**config.mk**
```make
export PLATFORM = sky130hd
export DESIGN_NAME = postfix_eval_flat
export DESIGN_NICKNAME = d
export VERILOG_FILES = /design/src/rtl/postfix_eval_if.sv /design/src/rtl/postfix_eval.sv /design/src/flat_wrapper.sv
export SDC_FILE = /design/constraint.sdc
export NUM_CORES = 1
export LEC_CHECK = 0
export ABC_AREA = 0
export CAP_MARGIN = 20
export CORE_UTILIZATION = 52
export DETAILED_ROUTE_END_ITERATION = 16
export GPL_TIMING_DRIVEN = 0
export PLACE_DENSITY = 0.69
export SLEW_MARGIN = 40
export SYNTH_ARGS = -nofsm -noshare
export SYNTH_HDL_FRONTEND = slang
export SYNTH_SLANG_ARGS = --single-unit
```
**constraint.sdc**
```tcl
create_clock -name CLK -period 9.23 [get_ports CLK]
set_clock_uncertainty 0.2 [all_clocks]
set_input_delay 1.846 -clock CLK [delete_from_list [all_inputs] [get_ports CLK]]
set_output_delay 1.846 -clock CLK [all_outputs]
set_load 0.02 [all_outputs]
```
**src/rtl/postfix_eval_if.sv**
```systemverilog
// Token, result and status signals of the postfix evaluator.
// master = token producer / result consumer, slave = evaluator.
interface postfix_eval_if #(
    parameter int DATA_W = 16,
    parameter int DEPTH  = 8
);
    logic [7:0]              NUMBER_IN;
    logic                    NUMBER_STB;
    logic                    NUMBER_ACK;
    logic [7:0]              SIGN_IN;
    logic                    SIGN_STB;
    logic                    SIGN_ACK;
    logic [DATA_W-1:0]       RESULT;
    logic [2:0]              ERR;
    logic                    RESULT_STB;
    logic                    RESULT_ACK;
    logic                    BUSY;
    logic [$clog2(DEPTH):0]  DEPTH_OUT;
    logic [2:0]              STATE_DBG;

    // Tokens: *_STB is held until the one-cycle *_ACK pulse. Both STBs high
    // together mean end of expression. RESULT_STB is held until RESULT_ACK.
    modport master (
        output NUMBER_IN, NUMBER_STB, SIGN_IN, SIGN_STB, RESULT_ACK,
        input  NUMBER_ACK, SIGN_ACK, RESULT, ERR, RESULT_STB, BUSY, DEPTH_OUT, STATE_DBG
    );
    modport slave (
        input  NUMBER_IN, NUMBER_STB, SIGN_IN, SIGN_STB, RESULT_ACK,
        output NUMBER_ACK, SIGN_ACK, RESULT, ERR, RESULT_STB, BUSY, DEPTH_OUT, STATE_DBG
    );
endinterface

```
**src/rtl/postfix_eval.sv**
```systemverilog
// Postfix expression evaluator with an operand stack and an iterative divider.
// Define POSTFIX_EVAL_SAT_EN for saturating arithmetic (reported as ERR=6).
module postfix_eval #(
    parameter int DATA_W = 16,
    parameter int DEPTH  = 8
) (
    input logic           CLK,
    input logic           RST,
    postfix_eval_if.slave bus
);
    localparam int AW = $clog2(DEPTH);
    localparam int CW = $clog2(DATA_W) + 1;
`ifdef POSTFIX_EVAL_SAT_EN
    localparam bit SAT_EN = 1'b1;
`else
    localparam bit SAT_EN = 1'b0;
`endif
    localparam logic [DATA_W-1:0] S_MAX = {1'b0, {(DATA_W-1){1'b1}}};
    localparam logic [DATA_W-1:0] S_MIN = {1'b1, {(DATA_W-1){1'b0}}};
    localparam logic [7:0] OP_ADD = 8'd43, OP_SUB = 8'd45, OP_MUL = 8'd42, OP_DIV = 8'd47;

    typedef enum logic [2:0] {IDLE, POP_B, POP_A, EXEC, DIV, PUSH, RESULT, ERROR} state_t;

    state_t              state_q, state_d;
    logic [DATA_W-1:0]   stack_q [DEPTH];
    logic [AW:0]         sp_q;
    logic                num_ack_q, num_ack_d, sign_ack_q, sign_ack_d;
    logic [2:0]          err_q, err_d;
    logic [DATA_W-1:0]   result_q, result_d;
    logic [7:0]          op_q;
    logic [DATA_W-1:0]   a_q, b_q, res_q, quo_q, rem_q;
    logic                neg_q, sat_q;
    logic [CW-1:0]       cnt_q;

    logic                push_en, pop_en, clear_en, latch_op;
    logic [DATA_W-1:0]   push_val, top;
    logic                end_tok, num_tok, sign_tok, op_ok;
    logic [DATA_W:0]     sum_x, dif_x, rem_sh, trial;
    logic [2*DATA_W-1:0] prod;
    logic [DATA_W-1:0]   alu_val, a_mag, b_mag, div_val;
    logic                alu_ovf, sat_neg, div_ovf;

    // An input token is ignored during its own ACK cycle so a held strobe is not counted twice.
    assign end_tok  = bus.NUMBER_STB && bus.SIGN_STB && !num_ack_q && !sign_ack_q;
    assign num_tok  = bus.NUMBER_STB && !bus.SIGN_STB && !num_ack_q;
    assign sign_tok = bus.SIGN_STB && !bus.NUMBER_STB && !sign_ack_q;
    assign op_ok    = (bus.SIGN_IN == OP_ADD) || (bus.SIGN_IN == OP_SUB) ||
                      (bus.SIGN_IN == OP_MUL) || (bus.SIGN_IN == OP_DIV);
    assign top      = stack_q[sp_q[AW-1:0] - AW'(1)];

    always_comb begin
        sum_x   = {a_q[DATA_W-1], a_q} + {b_q[DATA_W-1], b_q};
        dif_x   = {a_q[DATA_W-1], a_q} - {b_q[DATA_W-1], b_q};
        prod    = {{DATA_W{a_q[DATA_W-1]}}, a_q} * {{DATA_W{b_q[DATA_W-1]}}, b_q};
        alu_val = sum_x[DATA_W-1:0];
        alu_ovf = sum_x[DATA_W] ^ sum_x[DATA_W-1];
        sat_neg = sum_x[DATA_W];
        case (op_q)
            OP_SUB: begin
                alu_val = dif_x[DATA_W-1:0];
                alu_ovf = dif_x[DATA_W] ^ dif_x[DATA_W-1];
                sat_neg = dif_x[DATA_W];
            end
            OP_MUL: begin
                alu_val = prod[DATA_W-1:0];
                alu_ovf = prod[2*DATA_W-1:DATA_W-1] != {(DATA_W+1){prod[2*DATA_W-1]}};
                sat_neg = prod[2*DATA_W-1];
            end
            default: ;
        endcase
        if (SAT_EN && alu_ovf) alu_val = sat_neg ? S_MIN : S_MAX;

        a_mag  = a_q[DATA_W-1] ? (~a_q) + DATA_W'(1) : a_q;
        b_mag  = b_q[DATA_W-1] ? (~b_q) + DATA_W'(1) : b_q;
        rem_sh = {rem_q, quo_q[DATA_W-1]};
        trial  = rem_sh - {1'b0, b_mag};
        // A positive quotient with the top bit set only comes from MIN / -1.
        div_ovf = !neg_q && quo_q[DATA_W-1];
        div_val = neg_q ? (~quo_q) + DATA_W'(1) : quo_q;
        if (SAT_EN && div_ovf) div_val = S_MAX;
    end

    always_comb begin
        state_d    = state_q;
        num_ack_d  = 1'b0;
        sign_ack_d = 1'b0;
        err_d      = err_q;
        result_d   = result_q;
        push_en    = 1'b0;
        pop_en     = 1'b0;
        clear_en   = 1'b0;
        latch_op   = 1'b0;
        push_val   = {{(DATA_W-8){1'b0}}, bus.NUMBER_IN};
        case (state_q)
            IDLE: begin
                if (end_tok) begin
                    num_ack_d  = 1'b1;
                    sign_ack_d = 1'b1;
                    if (sp_q == (AW+1)'(1)) begin
                        pop_en   = 1'b1;
                        result_d = top;
                        err_d    = sat_q ? 3'd6 : 3'd0;
                        state_d  = RESULT;
                    end else begin
                        result_d = '0;
                        err_d    = 3'd5;
                        state_d  = ERROR;
                    end
                end else if (num_tok) begin
                    num_ack_d = 1'b1;
                    if (sp_q == (AW+1)'(DEPTH)) begin
                        result_d = '0;
                        err_d    = 3'd2;
                        state_d  = ERROR;
                    end else begin
                        push_en = 1'b1;
                    end
                end else if (sign_tok) begin
                    sign_ack_d = 1'b1;
                    latch_op   = 1'b1;
                    if (!op_ok) begin
                        result_d = '0;
                        err_d    = 3'd4;
                        state_d  = ERROR;
                    end else if (sp_q < (AW+1)'(2)) begin
                        result_d = '0;
                        err_d    = 3'd1;
                        state_d  = ERROR;
                    end else begin
                        state_d = POP_B;
                    end
                end
            end
            POP_B: begin
                pop_en  = 1'b1;
                state_d = POP_A;
            end
            POP_A: begin
                pop_en  = 1'b1;
                state_d = EXEC;
            end
            EXEC: begin
                if (op_q != OP_DIV) begin
                    state_d = PUSH;
                end else if (b_q == '0) begin
                    result_d = '0;
                    err_d    = 3'd3;
                    state_d  = ERROR;
                end else begin
                    state_d = DIV;
                end
            end
            DIV: begin
                if (cnt_q == CW'(DATA_W-1)) state_d = PUSH;
            end
            PUSH: begin
                push_en  = 1'b1;
                push_val = (op_q == OP_DIV) ? div_val : res_q;
                state_d  = IDLE;
            end
            RESULT: begin
                if (bus.RESULT_ACK) begin
                    clear_en = 1'b1;
                    result_d = '0;
                    err_d    = 3'd0;
                    state_d  = IDLE;
                end
            end
            ERROR: begin
                num_ack_d  = bus.NUMBER_STB && !num_ack_q;
                sign_ack_d = bus.SIGN_STB && !sign_ack_q;
                if (bus.RESULT_ACK) begin
                    clear_en = 1'b1;
                    result_d = '0;
                    err_d    = 3'd0;
                    state_d  = IDLE;
                end
            end
            default: state_d = IDLE;
        endcase
    end

    always_ff @(posedge CLK) begin
        if (RST) begin
            state_q    <= IDLE;
            sp_q       <= '0;
            num_ack_q  <= 1'b0;
            sign_ack_q <= 1'b0;
            err_q      <= 3'd0;
            result_q   <= '0;
            op_q       <= '0;
            a_q        <= '0;
            b_q        <= '0;
            res_q      <= '0;
            quo_q      <= '0;
            rem_q      <= '0;
            neg_q      <= 1'b0;
            sat_q      <= 1'b0;
            cnt_q      <= '0;
        end else begin
            state_q    <= state_d;
            num_ack_q  <= num_ack_d;
            sign_ack_q <= sign_ack_d;
            err_q      <= err_d;
            result_q   <= result_d;
            if (clear_en) begin
                sp_q  <= '0;
                sat_q <= 1'b0;
            end else if (push_en) begin
                sp_q <= sp_q + (AW+1)'(1);
            end else if (pop_en) begin
                sp_q <= sp_q - (AW+1)'(1);
            end
            if (latch_op) op_q <= bus.SIGN_IN;
            case (state_q)
                POP_B: b_q <= top;
                POP_A: a_q <= top;
                EXEC: begin
                    res_q <= alu_val;
                    if (SAT_EN && alu_ovf && op_q != OP_DIV) sat_q <= 1'b1;
                    rem_q <= '0;
                    quo_q <= a_mag;
                    neg_q <= a_q[DATA_W-1] ^ b_q[DATA_W-1];
                    cnt_q <= '0;
                end
                DIV: begin
                    quo_q <= {quo_q[DATA_W-2:0], !trial[DATA_W]};
                    rem_q <= trial[DATA_W] ? rem_sh[DATA_W-1:0] : trial[DATA_W-1:0];
                    cnt_q <= cnt_q + CW'(1);
                end
                PUSH: begin
                    if (SAT_EN && div_ovf && op_q == OP_DIV) sat_q <= 1'b1;
                end
                default: ;
            endcase
        end
    end

    always_ff @(posedge CLK) begin
        if (push_en) stack_q[sp_q[AW-1:0]] <= push_val;
    end

    assign bus.NUMBER_ACK = num_ack_q;
    assign bus.SIGN_ACK   = sign_ack_q;
    assign bus.RESULT     = result_q;
    assign bus.ERR        = err_q;
    assign bus.RESULT_STB = (state_q == RESULT) || (state_q == ERROR);
    assign bus.BUSY       = (state_q != IDLE);
    assign bus.DEPTH_OUT  = sp_q;
    assign bus.STATE_DBG  = state_q;
endmodule

```
**src/flat_wrapper.sv**
```systemverilog
// flat-port wrapper written by rule: the top's interface ports become plain ports
module postfix_eval_flat 
#(
    parameter int DATA_W = 16,
    parameter int DEPTH  = 8
)
  (CLK, RST, bus_NUMBER_IN, bus_NUMBER_STB, bus_SIGN_IN, bus_SIGN_STB, bus_RESULT_ACK, bus_NUMBER_ACK, bus_SIGN_ACK, bus_RESULT, bus_ERR, bus_RESULT_STB, bus_BUSY, bus_DEPTH_OUT, bus_STATE_DBG);
  postfix_eval_if #(.DATA_W(DATA_W), .DEPTH(DEPTH)) bus_i ();
  input logic CLK;
  input logic RST;
  input wire logic [$bits(bus_i.NUMBER_IN)-1:0] bus_NUMBER_IN;
  input wire logic [$bits(bus_i.NUMBER_STB)-1:0] bus_NUMBER_STB;
  input wire logic [$bits(bus_i.SIGN_IN)-1:0] bus_SIGN_IN;
  input wire logic [$bits(bus_i.SIGN_STB)-1:0] bus_SIGN_STB;
  input wire logic [$bits(bus_i.RESULT_ACK)-1:0] bus_RESULT_ACK;
  output wire logic [$bits(bus_i.NUMBER_ACK)-1:0] bus_NUMBER_ACK;
  output wire logic [$bits(bus_i.SIGN_ACK)-1:0] bus_SIGN_ACK;
  output wire logic [$bits(bus_i.RESULT)-1:0] bus_RESULT;
  output wire logic [$bits(bus_i.ERR)-1:0] bus_ERR;
  output wire logic [$bits(bus_i.RESULT_STB)-1:0] bus_RESULT_STB;
  output wire logic [$bits(bus_i.BUSY)-1:0] bus_BUSY;
  output wire logic [$bits(bus_i.DEPTH_OUT)-1:0] bus_DEPTH_OUT;
  output wire logic [$bits(bus_i.STATE_DBG)-1:0] bus_STATE_DBG;
  assign bus_i.NUMBER_IN = bus_NUMBER_IN;
  assign bus_i.NUMBER_STB = bus_NUMBER_STB;
  assign bus_i.SIGN_IN = bus_SIGN_IN;
  assign bus_i.SIGN_STB = bus_SIGN_STB;
  assign bus_i.RESULT_ACK = bus_RESULT_ACK;
  assign bus_NUMBER_ACK = bus_i.NUMBER_ACK;
  assign bus_SIGN_ACK = bus_i.SIGN_ACK;
  assign bus_RESULT = bus_i.RESULT;
  assign bus_ERR = bus_i.ERR;
  assign bus_RESULT_STB = bus_i.RESULT_STB;
  assign bus_BUSY = bus_i.BUSY;
  assign bus_DEPTH_OUT = bus_i.DEPTH_OUT;
  assign bus_STATE_DBG = bus_i.STATE_DBG;
  postfix_eval #(.DATA_W(DATA_W), .DEPTH(DEPTH)) u_core (.CLK(CLK), .RST(RST), .bus(bus_i));
endmodule
```
==> After elaboration in Yosys (flattened, before gate mapping) <==
Memories as Yosys holds them, arrays and structs flattened.
Cells that the tools add are included.
{ "classes": {"order_cmp": 1, "n_addsub": 10, "muxes": 65, "n_eq_ne": 25, "mul": 1, "n_reduce_logical": 29, "n_bitwise": 4} }
{ "ops": {"columns": ["op", "n"], "rows": [
  ["16-bit two-way mux", 16],
  ["16-bit case mux with 2 select lines", 3],
  ["8-bit by 6-bit == test with 1-bit output (second input constant)", 7],
  ["3-bit two-way mux", 18],
  ["16-bit by 1-bit adder with 16-bit output (second input constant)", 3],
  ["16-bit inverter", 3],
  ["16-bit case mux with 3 select lines", 1],
  ["3-bit case mux with 7 select lines", 1],
  ["1-bit two-way mux", 17],
  ["17-bit by 16-bit subtractor with 17-bit output", 1],
  ["16-bit adder", 1],
  ["16-bit logical NOT", 1],
  ["16-bit by 16-bit multiplier with 16-bit output", 1],
  ["16-bit subtractor", 1],
  ["3-bit == test (second input constant)", 4],
  ["5-bit case mux with 2 select lines", 1],
  ["1-bit logical AND", 9],
  ["3-bit case mux with 3 select lines", 1],
  ["4-bit two-way mux", 2],
  ["8-bit by 6-bit != test with 1-bit output (second input constant)", 1],
  ["1-bit case mux with 2 select lines", 4],
  ["7-bit AND reduction", 1],
  ["3-bit by 2-bit == test with 1-bit output (second input constant)", 2],
  ["2-bit by 1-bit != test with 1-bit output (second input constant)", 3],
  ["22 further kinds", 33]
]} }
{ "totals": {"mem_count": 1, "word_cells": 150, "mem_bits_rw": 128, "inputBits": 21, "reg_bits": 122} }
{ "mem_list": {"columns": ["name", "words", "width", "read_ports", "rd_clocked_by_memory_dff", "write_ports", "line_no", "source"], "rows": [
  ["u_core.stack_q", 8, 16, 1, 0, 1, "postfix_eval.sv:25", "logic [DATA_W-1:0] stack_q [DEPTH];"]
]} }

==> Depth between registers and ports, before layout <==
{ "logic_depth": {"word_depth": 9, "mapped_depth": 24, "mapped_depth_nobuf": 22} }

==> Least setup slack after synthesis <==
OpenSTA, ideal clock, no wires.
{ "synth_path": {"path_kind": "reg-to-reg", "start": "register u_core.b_q[2]", "end": "register u_core.res_q[15]", "path_slack_ns": 3.393, "path_buffers": 2, "arrival_ns": 5.546, "synth_period_minus_slack_ns": 5.837, "path_stages_with_launch": 20, "setup_time_ns": 0.091, "path_cell_list": "dfxtp_1 > clkbuf_1 > buf_1 > nand2_1 > fa_1 > fa_1 > inv_1 > fa_1 > fa_1 > fa_1 > inv_1 > fa_1 > inv_1 > ha_1 > and3_1 > a221oi_1 > o21ai_0 > xnor2_1 > nand2_1 > a311oi_1"} }
{ "synth_via": {"elab_chain_len": 2, "word_cells_on_any_way": 4, "cone_classes": "2 x add/sub; 1 x mul; 1 x mux"} }
{ "synth_lines": {"columns": ["item", "line_no", "source"], "rows": [
  ["start: declaration", "postfix_eval.sv:31", "logic [DATA_W-1:0] a_q, b_q, res_q, quo_q, rem_q;"],
  ["start signal: assignment", "postfix_eval.sv:216", "POP_B: b_q <= top;"],
  ["16-bit by 16-bit multiplier with 16-bit output (tied with other cells)", "postfix_eval.sv:54", "prod = {{DATA_W{a_q[DATA_W-1]}}, a_q} * {{DATA_W{b_q[DATA_W-1]}}, b_q};"],
  ["16-bit case mux with 2 select lines *", "postfix_eval.sv:58", "case (op_q)"],
  ["end signal: assignment", "postfix_eval.sv:219", "res_q <= alu_val;"],
  ["end: declaration", "postfix_eval.sv:31", null]
]} }
Every way passes the cells marked *; elsewhere a longest branch is shown, timed or not.
A chain may end at the register's enable or synchronous reset.

==> Final worst setup path <==
Ends and elaborated chain as after synthesis.

==> metrics.md <==
| Metric | Value |
|---|---|
| Run status | `completed` |
| Total grt overflow | `0` |
| Via count | `13660` |
| RSZ-0062 raised after global routing | `no` |
| Synthesized Nets | `1972` |
| Xor and xnor fraction of the mapped netlist area | `0.05834` |
| Worst Setup End Kind | `flop` |
| Critical Path Fanout Max | `10` |
| Met3 Use GR | `0.03336` |
| Initial antenna violation count | `0` |
| Synth Warn # | `0` |
| Vias in the first global route | `13250` |
| Post-synth top area cell | `edfxtp_1` |
| Antenna Nets Post-Route | `0` |
| Post-layout min period | `6962 ps` |
| Mux contribution to synthesized area | `0.06928` |
| GP Congestion | `0.9762` |
| Synth Flop Type | `edfxtp_1` |
| CTS tree | `done` |
| Number of CTS-inserted buffers | `25` |
| GR Util met2 | `0.4805` |
| Die Y | `183.1 um` |
| Worst hold path type | `flop to flop` |
| Critical Path RT | `9490 ps` |
| Met1 usage | `0.4175` |
| Yosys cell types | `64` |
| Final non-filler cell total | `2313` |
| VDD IR max | `223.7 uV` |
| First-pass GRT wire length | `76.15 mm` |
| Fin. max-slew vios | `0` |
| Worst-Margin Slew | `827.1 ps` |
| Die Span X | `183.1 um` |
| Tot GR Track Use | `0.2966` |
| Sequential fraction of the synthesis area | `0.3687` |
| Sink Count | `250` |
| Layout cells sized above 1 | `0.06550` |
| Fin nets | `2063` |
| Fraction of registers with async set or reset after synthesis | `0` |
| Leakage | `7.543 nW` |
| P per Cell Area | `332.7 mW/mm^2` |
| Wire per inst | `20.97 um` |
| Post-Syn Instances | `1768` |
| Largest family of logic cells by synthesized area | `adder cells` |
| Ant. Diodes | `0` |
| Compound-Gate Fraction of Synth Area | `0.1127` |
| Clock Root Buffer | `clkbuf_16` |
| Hold buffer count at CTS | `0` |
| Simple-Gate Fraction of Synth Area | `0.1636` |
| Post-Syn Area | `0.01705 sq mm` |
| H-tree Lvls | `1` |
| Fmax | `143.6 MHz` |
| Initial Utilization | `0.5348` |
| Largest net degree at the start of global routing | `16` |
| Reg clk slew, reported paths | `60 ps` |
| Seq cells post-synth | `250` |
| Slew margin rel. | `0.4428` |
| Layer with the highest usage | `met2` |
| Post-Place Cells | `2267` |
| Final hold violation count | `0` |
| Worst skew pair latency | `550 ps` |
| Max-cap violations | `0` |
| Largest cells by area after synthesis | `edfxtp_1 (23%), dfxtp_1 (14%), fa_1 (9.5%), ha_1 (7.5%), nand2_1 (4.5%)` |
| Vias per Instance | `5.906` |
| Final TNS setup | `0 ps` |
| Final WS setup | `2268 ps` |
| Rows | `65` |
| Average cell area after synthesis | `9.643 sq um` |
| DP Worst Slack | `2329 ps` |
| WS Path Type | `flop to flop` |
| Die area | `0.03351 sq mm` |
| DRT iter0 DRCs | `1490` |
| Post-cts gate resize count | `0` |
| Final setup violation count | `0` |
| Yosys top cell area share | `0.2255` |
| Drc violations | `0` |
| Adder-cell area share of the yosys netlist | `0.1700` |
| I/O pin cnt | `51` |
| Startpoint Class | `flop` |
| EDFF count, synth | `128` |
| Fill cell total of the finished layout | `2789` |
| Critical path arrival | `7220 ps` |
| Post-route clock period utilization | `0.7543` |
| Drt pass-1 iters | `6` |
| CORE AREA | `0.03188 sq mm` |
| WL final | `48.52 mm` |
| Post-DP HPWL | `36.64 mm` |
| Max clock buf depth | `3` |
| Hold Slack | `254.6 ps` |
| Layout overhead on the synthesized area | `12.26%` |
| Port Buffers | `49` |
| Post-CTS Setup Bufs | `0` |
## routing by layer
metal	part of all wire	up-vias
li1	-	6316
met1	0.43	6624
met2	0.46	617
met3	0.075	104
met4	0.032	0
met5	0	-
## metrics by stage
step	total power, mW	utilization	cell area, sq um
floorplan	4.197	-	17050
global placement	5.213	0.5672	18080
detailed placement	5.282	0.5738	18290
CTS	6.324	0.5998	19120
global route	6.785	0.6003	19140
finish	6.368	0.6003	19140
## placed cells by master, fill, tap and decap left out, types with 7 or more instances in the layout
cell and n:
and2_1 62, xnor2_1 54, clkbuf_1 91, clkdlybuf4s50_1 49, mux2i_1 46, o211ai_1 21, edfxtp_1 128, ha_1 102
a221oi_1 11, nand3_1 31, o21ai_0 55, nor3_1 34, a22oi_1 10, or3_1 18, buf_2 12, nand4_1 13
o31ai_1 13, nor2b_1 10, mux4_2 32, nand3b_1 7, a21o_1 9, a21oi_1 61, o21a_1 14, nand2b_1 15
and3_1 8, clkbuf_16 25, inv_1 154, nand2_1 204, xor2_1 56, nor2_1 162, a211oi_1 46, dfxtp_1 122
o21ai_1 8, fa_1 81
## cells by family after synthesis
logic type                 count (synthesis)
and+or+nand+nor                          601
AOI/OAI and AO/OA                        286
buffers and inverters                    258
DFF                                      250
adders and majority gates                183
xor gates and xnor gates                 112
muxes                                     78
## synthesized netlist by cell type, types with 10 or more instances
| cell | n |
|---|---|
| nor2b_1 | 10 |
| mux4_2 | 32 |
| nor3_1 | 40 |
| a221oi_1 | 11 |
| mux2i_1 | 46 |
| a211oi_1 | 49 |
| o31ai_1 | 13 |
| clkbuf_1 | 91 |
| xor2_1 | 57 |
| and2_1 | 62 |
| nand4_1 | 13 |
| nor2_1 | 166 |
| a22oi_1 | 10 |
| dfxtp_1 | 122 |
| nand2_1 | 204 |
| inv_1 | 154 |
| nand2b_1 | 15 |
| o211ai_1 | 21 |
| a21oi_1 | 61 |
| ha_1 | 102 |
| o21ai_0 | 62 |
| or3_1 | 18 |
| xnor2_1 | 54 |
| fa_1 | 81 |
| o21a_1 | 14 |
| nand3_1 | 31 |
| edfxtp_1 | 128 |
## worst max-delay path: stages (launching register included)
cell,delay [ps]
dfxtp_1,400
clkbuf_1,540
buf_1,620
nand2_1,160
fa_1,570
fa_1,460
fa_1,500
fa_1,500
inv_1,60
fa_1,540
inv_1,70
fa_1,540
inv_1,40
ha_1,340
a21o_1,220
a221oi_1,430
o21ai_0,200
xnor2_1,200
nand2_1,70
a311oi_1,210
## cell type report
| cell class | instances | area [sq um] | share of cell area |
|---|---|---|---|
| inverters | 154 | 578.1 | 0.03020 |
| clock inverters | 16 | 162.7 | 0.008499 |
| repair buffers | 64 | 615.6 | 0.03217 |
| flip-flops and latches | 250 | 6286 | 0.3285 |
| multi-input cells | 1260 | 9879 | 0.5162 |
| plain buffers | 104 | 407.9 | 0.02131 |
| well taps | 435 | 544.3 | 0.02844 |
| clock buffers | 30 | 664.4 | 0.03471 |
## path summary, 6_finish.rpt
path	from	endpoint	slack (ps)	cells after the start
worst max-delay path	u_core.b_q[2]$_SDFFE_PP0P_	u_core.res_q[15]$_SDFFE_PP0P_	2270	19
worst min-delay path	u_core.op_q[5]$_SDFFE_PP0P_	u_core.op_q[5]$_SDFFE_PP0P_	250	2
worst max register to register	u_core.b_q[2]$_SDFFE_PP0P_	u_core.res_q[15]$_SDFFE_PP0P_	2270	19
worst min register to register	u_core.op_q[5]$_SDFFE_PP0P_	u_core.op_q[5]$_SDFFE_PP0P_	250	2
## flip-flops by register name, indices dropped and copies added (netlist names)
name,count
u_core.stack_q,128
u_core.a_q,16
u_core.b_q,16
u_core.bus.RESULT,16
u_core.quo_q,16
u_core.rem_q,16
u_core.res_q,16
u_core.op_q,8
u_core.cnt_q,5
u_core.bus.DEPTH_OUT,4
u_core.bus.ERR,3
u_core.bus.STATE_DBG,3
u_core.bus.NUMBER_ACK,1
u_core.bus.SIGN_ACK,1
u_core.neg_q,1
## power by group
| group | leakage [nW] | internal (mW) | switching (mW) |
|---|---|---|---|
| logic | 4.96 | 1.46 | 2.39 |
| registers | 2.19 | 1.32 | 0.158 |
| clock network | 0.400 | 0.578 | 0.453 |
| total | 7.54 | 3.36 | 3.00 |
Power figures use the tool's default switching activity.
